[config.mk]
export PLATFORM = sky130hd
export DESIGN_NAME = dcm_lock_ctrl
export DESIGN_NICKNAME = d
export VERILOG_FILES = /design/src/rtl/dcm_lock_ctrl.sv
export SDC_FILE = /design/constraint.sdc
export NUM_CORES = 1
export LEC_CHECK = 0
export BUFFER_PORTS_ARGS = -buffer_cell sky130_fd_sc_hd__buf_2
export CAP_MARGIN = 20
export CORE_ASPECT_RATIO = 0.8
export CORE_UTILIZATION = 30
export DETAILED_ROUTE_END_ITERATION = 7
export PLACE_DENSITY = 0.45
export SYNTH_ARGS = -nofsm -noshare
export SYNTH_HDL_FRONTEND = slang
export SYNTH_SLANG_ARGS = --single-unit
[constraint.sdc]
create_clock -name I_clk -period 2.35 [get_ports I_clk]
set_input_delay 0.235 -clock I_clk [delete_from_list [all_inputs] [get_ports I_clk]]
set_output_delay 0.235 -clock I_clk [all_outputs]
set_load 0.03 [all_outputs]
[src/rtl/dcm_lock_ctrl.sv]
// DCM bring-up sequencer: settle on a valid frequency measurement, pulse DCM reset, wait for lock, supervise.
// Optional macro DCM_FREQ_TRACK_EN adds a run-time drift check of I_freq_word against the captured word.
module dcm_lock_ctrl #(
    parameter int unsigned RST_CYCLES    = 16,
    parameter int unsigned SETTLE_CYCLES = 1024,
    parameter int unsigned LOCK_TIMEOUT  = 100000,
    parameter int unsigned MAX_RETRIES   = 3,
    parameter int unsigned FREQ_TOL      = 1000000
) (
    input  logic        I_clk,
    input  logic        I_reset,
    input  logic [31:0] I_freq_word,
    input  logic        I_freq_mode,
    input  logic        I_freq_or,
    input  logic        I_freq_set,
    input  logic        I_dcm_locked,
    output logic        O_dcm_reset,
    output logic        O_dcm_mode,
    output logic        O_ready,
    output logic        O_fault,
    output logic [2:0]  O_state,
    output logic [7:0]  O_relock_count
);
    localparam int unsigned CNT_W = 32;
    localparam logic [CNT_W-1:0] SETTLE_LAST  = CNT_W'(SETTLE_CYCLES - 1);
    localparam logic [CNT_W-1:0] RST_LAST     = CNT_W'(RST_CYCLES - 1);
    localparam logic [CNT_W-1:0] TIMEOUT_LAST = CNT_W'(LOCK_TIMEOUT - 1);
    localparam logic [7:0]       RETRY_LIMIT  = 8'(MAX_RETRIES);

    typedef enum logic [2:0] {
        WAIT_FREQ = 3'd0,
        RESET_DCM = 3'd1,
        WAIT_LOCK = 3'd2,
        RUN       = 3'd3,
        FAULT     = 3'd4
    } state_t;

    state_t           state;
    logic [CNT_W-1:0] count;
    logic [7:0]       retries;
    logic [7:0]       retry_next;
    logic             lock_meta;
    logic             locked_s;
    logic             freq_ok;
    logic             settle_done;
    logic             track_viol;
    logic             run_exit;

    // LOCKED is asynchronous to the reference clock
    always_ff @(posedge I_clk) begin
        if (I_reset) begin
            lock_meta <= 1'b0;
            locked_s  <= 1'b0;
        end else begin
            lock_meta <= I_dcm_locked;
            locked_s  <= lock_meta;
        end
    end

    assign freq_ok     = I_freq_set & ~I_freq_or;
    assign settle_done = (state == WAIT_FREQ) && freq_ok && (count == SETTLE_LAST);
    assign retry_next  = retries + 8'd1;
    assign O_state     = 3'(state);

`ifdef DCM_FREQ_TRACK_EN
    logic [31:0]        captured;
    logic signed [32:0] word_diff;
    logic [32:0]        word_mag;

    always_ff @(posedge I_clk) begin
        if (I_reset) begin
            captured <= 32'd0;
        end else if (settle_done) begin
            captured <= I_freq_word;
        end
    end

    assign word_diff  = $signed({1'b0, I_freq_word}) - $signed({1'b0, captured});
    assign word_mag   = word_diff[32] ? $unsigned(-word_diff) : $unsigned(word_diff);
    assign track_viol = word_mag > 33'(FREQ_TOL);
`else
    logic [31:0] track_unused;
    assign track_unused = I_freq_word ^ 32'(FREQ_TOL);
    assign track_viol   = 1'b0;
`endif

    assign run_exit = ~locked_s | ~freq_ok | (I_freq_mode != O_dcm_mode) | track_viol;

    // Sequencer; outputs are loaded together with the state they belong to
    always_ff @(posedge I_clk) begin
        if (I_reset) begin
            state          <= WAIT_FREQ;
            count          <= '0;
            retries        <= 8'd0;
            O_dcm_reset    <= 1'b1;
            O_dcm_mode     <= 1'b0;
            O_ready        <= 1'b0;
            O_fault        <= 1'b0;
            O_relock_count <= 8'd0;
        end else begin
            case (state)
                WAIT_FREQ: begin
                    if (settle_done) begin
                        state      <= RESET_DCM;
                        count      <= '0;
                        O_dcm_mode <= I_freq_mode;
                    end else if (freq_ok) begin
                        count <= count + 32'd1;
                    end else begin
                        count <= '0;
                    end
                end
                RESET_DCM: begin
                    if (count == RST_LAST) begin
                        state       <= WAIT_LOCK;
                        count       <= '0;
                        O_dcm_reset <= 1'b0;
                    end else begin
                        count <= count + 32'd1;
                    end
                end
                WAIT_LOCK: begin
                    if (!freq_ok) begin
                        state       <= WAIT_FREQ;
                        count       <= '0;
                        retries     <= 8'd0;
                        O_dcm_reset <= 1'b1;
                    end else if (locked_s) begin
                        state   <= RUN;
                        count   <= '0;
                        retries <= 8'd0;
                        O_ready <= 1'b1;
                    end else if (count == TIMEOUT_LAST) begin
                        count       <= '0;
                        retries     <= retry_next;
                        O_dcm_reset <= 1'b1;
                        if (retry_next == RETRY_LIMIT) begin
                            state   <= FAULT;
                            O_fault <= 1'b1;
                        end else begin
                            state <= RESET_DCM;
                        end
                    end else begin
                        count <= count + 32'd1;
                    end
                end
                RUN: begin
                    if (run_exit) begin
                        state       <= WAIT_FREQ;
                        count       <= '0;
                        O_ready     <= 1'b0;
                        O_dcm_reset <= 1'b1;
                        if (O_relock_count != 8'hFF) begin
                            O_relock_count <= O_relock_count + 8'd1;
                        end
                    end
                end
                FAULT: begin
                    O_fault     <= 1'b1;
                    O_dcm_reset <= 1'b1;
                    O_ready     <= 1'b0;
                end
                default: begin
                    state       <= WAIT_FREQ;
                    count       <= '0;
                    retries     <= 8'd0;
                    O_dcm_reset <= 1'b1;
                    O_ready     <= 1'b0;
                    O_fault     <= 1'b0;
                end
            endcase
        end
    end
endmodule

==> results of run 1 <==
==> Yosys cell counts, types with 5 or more instances <==
master    count
buf_2         7
nand3_1      15
mux2i_1       5
o21ai_0       9
nor4_1       10
dfxtp_1      57
clkbuf_1     10
nand2_1      22
xor2_1       29
nand3b_1      6
nor2b_1       5
nor2_1       50
and3_1       11
a21oi_1      14
xnor2_1      12
nor3_1       10
nand4_1      22
==> final cells by class <==
class	count	area, sq um	area share, %
inverters	4	15.0	0.417
well taps	115	144	4.00
clock buffers	12	256	7.13
repair buffers	40	279	7.75
flip-flops and latches	57	1140	31.7
clock inverters	4	75.1	2.09
multi-input cells	270	1690	46.9
==> per-stage QoR <==
stage / setup WS, ps / power [mW]
after detailed placement: 67.9 / 1.03
after global placement: 110 / 1.03
after CTS: 72.4 / 2.48
after floorplan: 121 / 1.01
final: 116 / 2.44
after global routing: 3.20 / 2.52
==> critical path: stages (launching register included) <==
cell     delay [ps]
dfxtp_1         330
or4b_4          570
or3_4           420
nor4_1          200
o21ba_2         190
nand4_1         100
a221o_1         310
==> kinds of logic (layout without fill, tap and decap cells) <==
family,after synthesis,count (layout),synth area share (%)
simple gates,174,174,32.0
xor+xnor,41,41,12.3
compound gates,46,46,10.0
flops,57,57,39.1
buf+inv,22,60,3.13
mux,5,5,1.72
fa+ha+maj,4,4,1.72
==> final timing paths <==
kind,from,end,slack (ps),cells past startpoint
setup reg to reg,count[8],O_dcm_reset,120,6
hold reg to reg,lock_meta,locked_s,440,1
setup / recovery,count[8],O_dcm_reset,120,6
hold / removal,I_dcm_locked,lock_meta,120,2
==> per-layer routing <==
metal | routed length (um) | up-vias | part of all wire (%) | GRT usage, %
met1 | 3710 | 1175 | 55 | 20.4
met5 | 0 | - | 0 | 0
met2 | 2730 | 37 | 40 | 20.0
met3 | 217 | 12 | 3.2 | 3.64
li1 | - | 1313 | - | -
met4 | 117 | 0 | 1.7 | 5.67
==> flip-flops by register name, summed over array words and instances, names as in the netlist <==
register / cells
O_dcm_mode: 1
O_dcm_reset: 1
O_fault: 1
O_ready: 1
O_relock_count: 8
O_state: 3
count: 32
lock_meta: 1
locked_s: 1
retries: 8
==> what timing repair did <==
action | CTS | global route
setup buffers | 0 | 2
gates resized for setup | 0 | 1
hold buffers | 0 | 0
setup endpoints to repair | 0 | 2
==> report_power, final <==
part	total, mW	leakage [nW]	switching, mW	internal, mW
Clock	1.43	0.155	0.448	0.985
Combinational	0.0366	0.699	0.0235	0.0131
Sequential	0.971	0.459	0.00120	0.970
Total	2.44	1.31	0.473	1.97
==> flow_metrics.tcl, run 1 <==
set metrics [dict create \
    drc_errors 0 \
    core-area_sq_um 9230 \
    yosys-top-cells-area "dfxtp_1 (39%), xor2_1 (8.7%), nor2_1 (6.4%)" \
    place_area_sq_um 3240 \
    yosys_most_used_dff "dfxtp_1" \
    ys_warn_count 0 \
    numCtsBuffers 9 \
    post-route-util_pct 39.0 \
    dr.first_iter.drc_count 81 \
    cts-root-buf "clkbuf_16" \
    grt-ovfl-total 0 \
    hold_path_class "input pin to flip-flop" \
    die_w_um 112 \
    dp_cells 484 \
    grt_max_degree 33 \
    fmax_mhz 448 \
    holdWs_ps 120 \
    cp.required_ps 2560 \
    track_usage_pct 14.2 \
    fin_crit_ps 2230 \
    vias 2537 \
    worst_pin_slew_ps 832 \
    p_leak_nw 1.31 \
    hold_violations 0 \
    layout_commonest_cell "dfxtp_1" \
    ys_types 49 \
    mappedNetlistArea_sq_um 2920 \
    final.setup.tns_ps 0 \
    cts.clk_slew.worst_paths_ps 50 \
    run_status "completed" \
    grt_first_pass_wirelength_um 11400 \
    wl_per_cell_um 13.5 \
    clock_latency_ps 320 \
    gp_congestion 0.731 \
    maxSlewViolCount 0 \
    avgSynthCellArea_sq_um 8.36 \
    drive_gt1_share_pct 16.0 \
    cts_tree "done" \
    grt_pass1_vias 2329 \
    dr.pass1.iters 4 \
    viasPerCell 5.05 \
    async_flop_share_pct 0 \
    ioPinCount 53 \
    finClkSkew_ps 6.78 \
    nets 424 \
    cts_sinks 57 \
    ir_drop_v 0.000350 \
    layout.cells.non_filler 502 \
    design_area_sq_um 3600 \
    dieHeight_um 90.2 \
    drtAntennaViolNets 0 \
    dpl.hpwl_um 4630 \
    routed_wl_um 6780 \
    dieArea_sq_um 10100 \
    mostFrequentLayoutCells "dfxtp_1 (57), nor2_1 (50), xor2_1 (29)" \
    ys_seq_area_share_pct 39.1 \
    syn_to_final_growth_pct 23.4 \
    crit_path_start_kind "flip-flop" \
    diodes 0 \
    synth_cells 349 \
    power.density_nw_per_um2 678 \
    io_buffers 20 \
    initial_core_util_pct 31.6 \
    htree_levels 3 \
    cp_max_fo 4 \
    worstSetupEndpointType "flip-flop" \
    clk_path_buf_depth 2 \
    arrival_ps 2440 \
    drv_cap 0 \
    period_share_pct 95.0 \
    slew_headroom_pct 44.1 \
    synth_edf_count 0 \
    yosysTopAreaCell "dfxtp_1" \
    yosysTopAreaCellShare_pct 39.1 \
    synth_seq_cells 57 \
    grt_antenna_before_repair 0 \
    worstSetupPathType "flip-flop to flip-flop" \
    nFillCells 964 \
    rsz0062_at_grt "false" \
    rows 31 \
    setup_violations 0 \
    syn_nets 391 \
]
Note: power is estimated with default switching activity, not from simulation.
==> inputs of run 2 (changes only) <==
Settings changed: BUFFER_PORTS_ARGS -buffer_cell sky130_fd_sc_hd__buf_2 to -buffer_cell sky130_fd_sc_hd__buf_4.
==> run 2 against run 1 <==
  * Utilization is essentially flat
  * Register-to-register slack is essentially flat
  * Count of clock-buffer cells in the layout shrank 1
  * Clock skew grew 0.98 ps
  * Total power shrank 5.8%
  * Critical path depth is the same
  * Design area is essentially flat
  * Sequential cell count is the same
  * Via count grew 0.91%
  * Cell count shrank 0.20%
  * Sequential power is essentially flat
  * Critical path type unchanged
==> flow_metrics.tcl, run 2 (synthesized netlist as in run 1, its figures left out) <==
set metrics [dict create \
    syn_to_final_growth_pct 23.3 \
    drive_gt1_share_pct 16.1 \
    worstPathCellList "or4b_4 > or3_4 > nor4_1 > o21ba_2 > nand4_1 > a221o_1" \
    vias 2560 \
    grt_pass1_vias 2415 \
    hold_violations 0 \
    cp.required_ps 2550 \
    clock_latency_ps 320 \
    worst_pin_slew_ps 571 \
    p_leak_nw 1.30 \
    drtAntennaViolNets 0 \
    io_buffers 20 \
    diodes 0 \
    final.setup.tns_ps 0 \
    power.density_nw_per_um2 639 \
    nets 423 \
    setup_violations 0 \
    rows 31 \
    design_area_sq_um 3600 \
    power_frac_seq_pct 42.2 \
    place_area_sq_um 3290 \
    reg_top3 "count x32, O_relock_count x8, retries x8" \
    p_sw_share_pct 20.4 \
    grt_first_pass_wirelength_um 12000 \
    initial_core_util_pct 31.6 \
    wl_per_cell_um 13.7 \
    hold_path_class "input pin to flip-flop" \
    track_usage_pct 14.9 \
    grt_antenna_before_repair 0 \
    grt-ovfl-total 0 \
    drc_errors 0 \
    cts.clk_slew.worst_paths_ps 50 \
    dieArea_sq_um 10100 \
    finClkSkew_ps 7.76 \
    htree_levels 3 \
    cp_max_fo 4 \
    max_flop_register "count" \
    post-route-util_pct 39.0 \
    crit_path_start_kind "flip-flop" \
    dpl.hpwl_um 4760 \
    cts_sinks 57 \
    clkPwrFrac_pct 56.0 \
    arrival_ps 2430 \
    slowest_stage "or4b_4" \
    period_share_pct 94.7 \
    worstSetupPathType "flip-flop to flip-flop" \
    run_status "completed" \
    dr.pass1.iters 4 \
    cp_num_buf_inv 0 \
    drv_cap 0 \
    cp_top_family "simple AND/OR/NAND/NOR gates" \
    cts-root-buf "clkbuf_16" \
    cts_tree "done" \
    largest_reg_flops 32 \
    worstSetupEndpointType "flip-flop" \
    maxSlewViolCount 0 \
    holdWs_ps 125 \
    routed_wl_um 6850 \
    ir_drop_v 0.000321 \
    power_mw 2.30 \
    netSwitchingPower_uw 469 \
    dr.first_iter.drc_count 91 \
    ioPinCount 53 \
    rsz0062_at_grt "false" \
    fin_crit_ps 2230 \
    slew_headroom_pct 60.8 \
    gp_congestion 0.756 \
    p_int_mw 1.83 \
    dieHeight_um 90.2 \
    layout_commonest_cell "dfxtp_1" \
    die_w_um 112 \
    crit_path_max_incr_delay_ps 570 \
    fmax_mhz 449 \
    numCtsBuffers 9 \
    clk_path_buf_depth 2 \
    p_comb_share_pct 1.7 \
    grt_max_degree 33 \
    viasPerCell 5.11 \
    mostFrequentLayoutCells "dfxtp_1 (57), nor2_1 (50), buf_4 (38)" \
    core-area_sq_um 9230 \
]
## run 2: per-stage QoR
step           worst slack [ps]  cells
3_5_place_dp                103    485
4_1_cts                     115    501
3_3_place_gp                104    485
5_1_grt                    9.35    501
2_1_floorplan               121    349
6_report                    123    501
## run 2: area by class of cell
| type | count | area (sq um) |
|---|---|---|
| Multi-Input combinational cell | 270 | 1690 |
| Fill cell | 967 | 5630 |
| Inverter | 4 | 15.0 |
| Timing Repair Buffer | 39 | 305 |
| Tap cell | 115 | 144 |
| Clock buffer | 11 | 243 |
| Sequential cell | 57 | 1140 |
| Clock inverter | 5 | 55.1 |
## run 2: metal layers
layer / global-route usage (%) / vias up / wire length (um) / part of all wire, %
li1: - / 1319 / - / -
met1: 21.7 / 1208 / 3750 / 55
met2: 20.1 / 26 / 2770 / 40
met3: 4.72 / 7 / 248 / 3.6
met4: 5.11 / 0 / 81 / 1.2
met5: 0 / - / 0 / 0
## run 2: worst paths after layout
| path | from | end | slack, ps | depth (start not counted) |
|---|---|---|---|---|
| min | I_dcm_locked | lock_meta | 120 | 2 |
| min reg2reg | lock_meta | locked_s | 440 | 1 |
| max | count[5] | O_dcm_reset | 120 | 6 |
| max reg2reg | count[5] | O_dcm_reset | 120 | 6 |
## run 2: worst reg2reg max path, cell delays in order (launching register included)
cell and delay (ps):
dfxtp_1 330, or4b_4 570, or3_4 440, nor4_1 200
o21ba_2 180, nand4_1 90, a221o_1 300
## run 2: power by group through the flow
stage / registers, mW / clock network (mW) / logic (mW)
floorplan: 0.992 / 0 / 0.0212
global placement: 0.991 / 0 / 0.0399
detailed placement: 0.991 / 0 / 0.0403
CTS: 0.971 / 1.33 / 0.0405
global route: 0.970 / 1.38 / 0.0436
finish: 0.971 / 1.29 / 0.0394
## run 2: what timing repair did
action / in CTS / in global routing
endpoints found under the setup margin: 0 / 1
hold buffers: 0 / 0
buffers inserted: 0 / 0
gates resized for setup: 0 / 1
==> inputs of run 3 (changes only) <==
--- a/config.mk
+++ b/config.mk
@@ -11,2 +11,3 @@
 export CORE_UTILIZATION = 30
+export CTS_BUF_LIST = sky130_fd_sc_hd__clkbuf_8
 export DETAILED_ROUTE_END_ITERATION = 7
==> constraint.sdc (replaced) <==
create_clock -name I_clk -period 2.2 [get_ports I_clk]
set_input_delay 0 -clock I_clk [delete_from_list [all_inputs] [get_ports I_clk]]
set_output_delay 0 -clock I_clk [all_outputs]
set_load 0.03 [all_outputs]
==> run 3 against run 2 <==
  * Clock skew barely moved
  * Largest cell class unchanged
  * First-iteration DRC count rose by 12%
  * Clock power fell by 6%
  * Fmax rose by 2.1%
  * Register-to-register slack got worse by 100 ps
  * Design area rose by 6.0%
  * Setup slack got worse by 100 ps
  * Sequential cell count did not move
  * Sequential share of layout area fell by 1.8 points
  * Critical endpoint is now count[8]
  * Utilization rose by 2.3 points
  * Die area did not move
  * Critical path type unchanged
==> flow_metrics.tcl, run 3 (synthesized netlist as in run 1, its figures left out) <==
set metrics [dict create \
    clock_latency_ps 350 \
    layout_commonest_cell "dfxtp_1" \
    p_comb_share_pct 2.5 \
    cts_tree "done" \
    grt_pass1_vias 2471 \
    finClkSkew_ps 8.18 \
    p_sw_share_pct 20.2 \
    dp_cells 502 \
    ir_drop_v 0.000322 \
    period_share_pct 99.1 \
    place_area_sq_um 3430 \
    clk_path_buf_depth 2 \
    syn_to_final_growth_pct 30.7 \
    vias 2657 \
    hold_violations 0 \
    min_to "O_relock_count[0]" \
    cp.required_ps 2440 \
    power.density_nw_per_um2 604 \
    core-area_sq_um 9230 \
    crit_path_start_kind "flip-flop" \
    mostFrequentLayoutCells "dfxtp_1 (56), buf_4 (55), nor2_1 (50)" \
    grt-ovfl-total 0 \
    drc_errors 0 \
    diodes 0 \
    grt_max_degree 33 \
    place_ws_ps 37.0 \
    worstSetupPathType "flip-flop to flip-flop" \
    cts_sinks 57 \
    worst_pin_slew_ps 589 \
    ff2ff_setup_slack_ps 20 \
    dpl.hpwl_um 5020 \
    io_buffers 20 \
    reg_top3 "count x32, O_relock_count x8, retries x8" \
    fin_crit_ps 2180 \
    r2r_end "count[8]" \
    dr.pass1.iters 4 \
    multiInputGateArea_sq_um 1740 \
    p_int_mw 1.84 \
    dr.first_iter.drc_count 102 \
    nFillCells 954 \
    drtAntennaViolNets 0 \
    holdWs_ps 26.0 \
    gp_congestion 0.760 \
    numCtsBuffers 9 \
    hold_path_class "input pin to flip-flop" \
    cts-root-buf "clkbuf_8" \
    whs_path_depth 2 \
    htree_levels 3 \
    maxSlewViolCount 0 \
    layout.cells.non_filler 524 \
    power_frac_seq_pct 45.0 \
    rows 31 \
    design_area_sq_um 3810 \
    dieArea_sq_um 10100 \
    grt_first_pass_wirelength_um 12300 \
    ioPinCount 53 \
    die_w_um 112 \
    grt_antenna_before_repair 0 \
    track_usage_pct 15.4 \
    cp_max_fo 8 \
    worstSetupEndpointType "flip-flop" \
    routed_wl_um 7310 \
    clkPwrFrac_pct 52.5 \
    max_flop_register "count" \
    setup_violations 0 \
    viasPerCell 5.07 \
    drv_cap 0 \
    p_leak_nw 1.44 \
    rsz0062_at_grt "true" \
    drive_gt1_share_pct 22.0 \
    r2r-start "count[5]" \
    slew_headroom_pct 59.6 \
    reg2regPathDepth 8 \
    netSwitchingPower_uw 464 \
    largest_reg_flops 32 \
    hold_start "I_reset" \
    cts.clk_slew.worst_paths_ps 60 \
    run_status "completed" \
    arrival_ps 2420 \
    fmax_mhz 459 \
    finalWorstSetupSlack_ps 19.4 \
    dieHeight_um 90.2 \
    wl_per_cell_um 14.0 \
    nets 446 \
    initial_core_util_pct 31.6 \
    regArea_sq_um 1140 \
]
-- run 3: final cells by class --
cell class | count | area share [%]
flip-flops and latches | 57 | 30.0
well taps | 115 | 3.77
clock inverters | 6 | 2.79
multi-input cells | 270 | 45.7
clock buffers | 10 | 3.61
repair buffers | 62 | 13.8
inverters | 4 | 0.394
-- run 3: metal layers --
| layer | track usage [%] | up-vias | part of all wire, % |
|---|---|---|---|
| met5 | 0 | - | 0 |
| met4 | 5.67 | 0 | 1.1 |
| met3 | 4.79 | 6 | 3.6 |
| met2 | 20.7 | 41 | 40 |
| met1 | 22.6 | 1254 | 55 |
| li1 | - | 1356 | - |
-- run 3: worst max-delay path by stage --
stage	from	to	cells past startpoint
after floorplan	O_state[2]	count[15]	9
after global placement	count[5]	count[5]	8
after detailed placement	count[5]	count[18]	8
after CTS	count[5]	count[0]	8
after global routing	count[5]	retries[6]	6
final	count[5]	count[8]	8
-- run 3: critical path: stages (launching register included) --
cell,delay (ps)
dfxtp_2,320
or4b_4,540
buf_4,170
nor4_4,230
o21a_1,160
nand3_2,100
o21ai_4,290
clkbuf_16,220
nor2_1,40
-- run 3: power by group through the flow --
stage | Clock [mW] | Sequential (mW) | Combinational, mW
2_1_floorplan | 0 | 1.06 | 0.0227
3_3_place_gp | 0 | 1.06 | 0.0442
3_5_place_dp | 0 | 1.06 | 0.0441
4_1_cts | 1.25 | 1.04 | 0.0470
5_1_grt | 1.30 | 1.04 | 0.0638
6_report | 1.21 | 1.04 | 0.0586
-- run 3: per-stage QoR --
stage | utilization (%) | power (mW) | setup TNS, ps
6_report | 41.3 | 2.30 | 0
4_1_cts | 40.0 | 2.34 | 0
3_5_place_dp | 37.1 | 1.10 | 0
2_1_floorplan | - | 1.08 | 0
5_1_grt | 41.3 | 2.40 | -1600
3_3_place_gp | 37.1 | 1.10 | 0
-- run 3: timing repair --
action | 4_1_cts | 5_1_grt
hold buffers | 2 | 0
resized for setup | 0 | 14
endpoints found under the hold margin | 2 | 0
setup endpoints to repair | 0 | 37
buffers inserted | 0 | 1
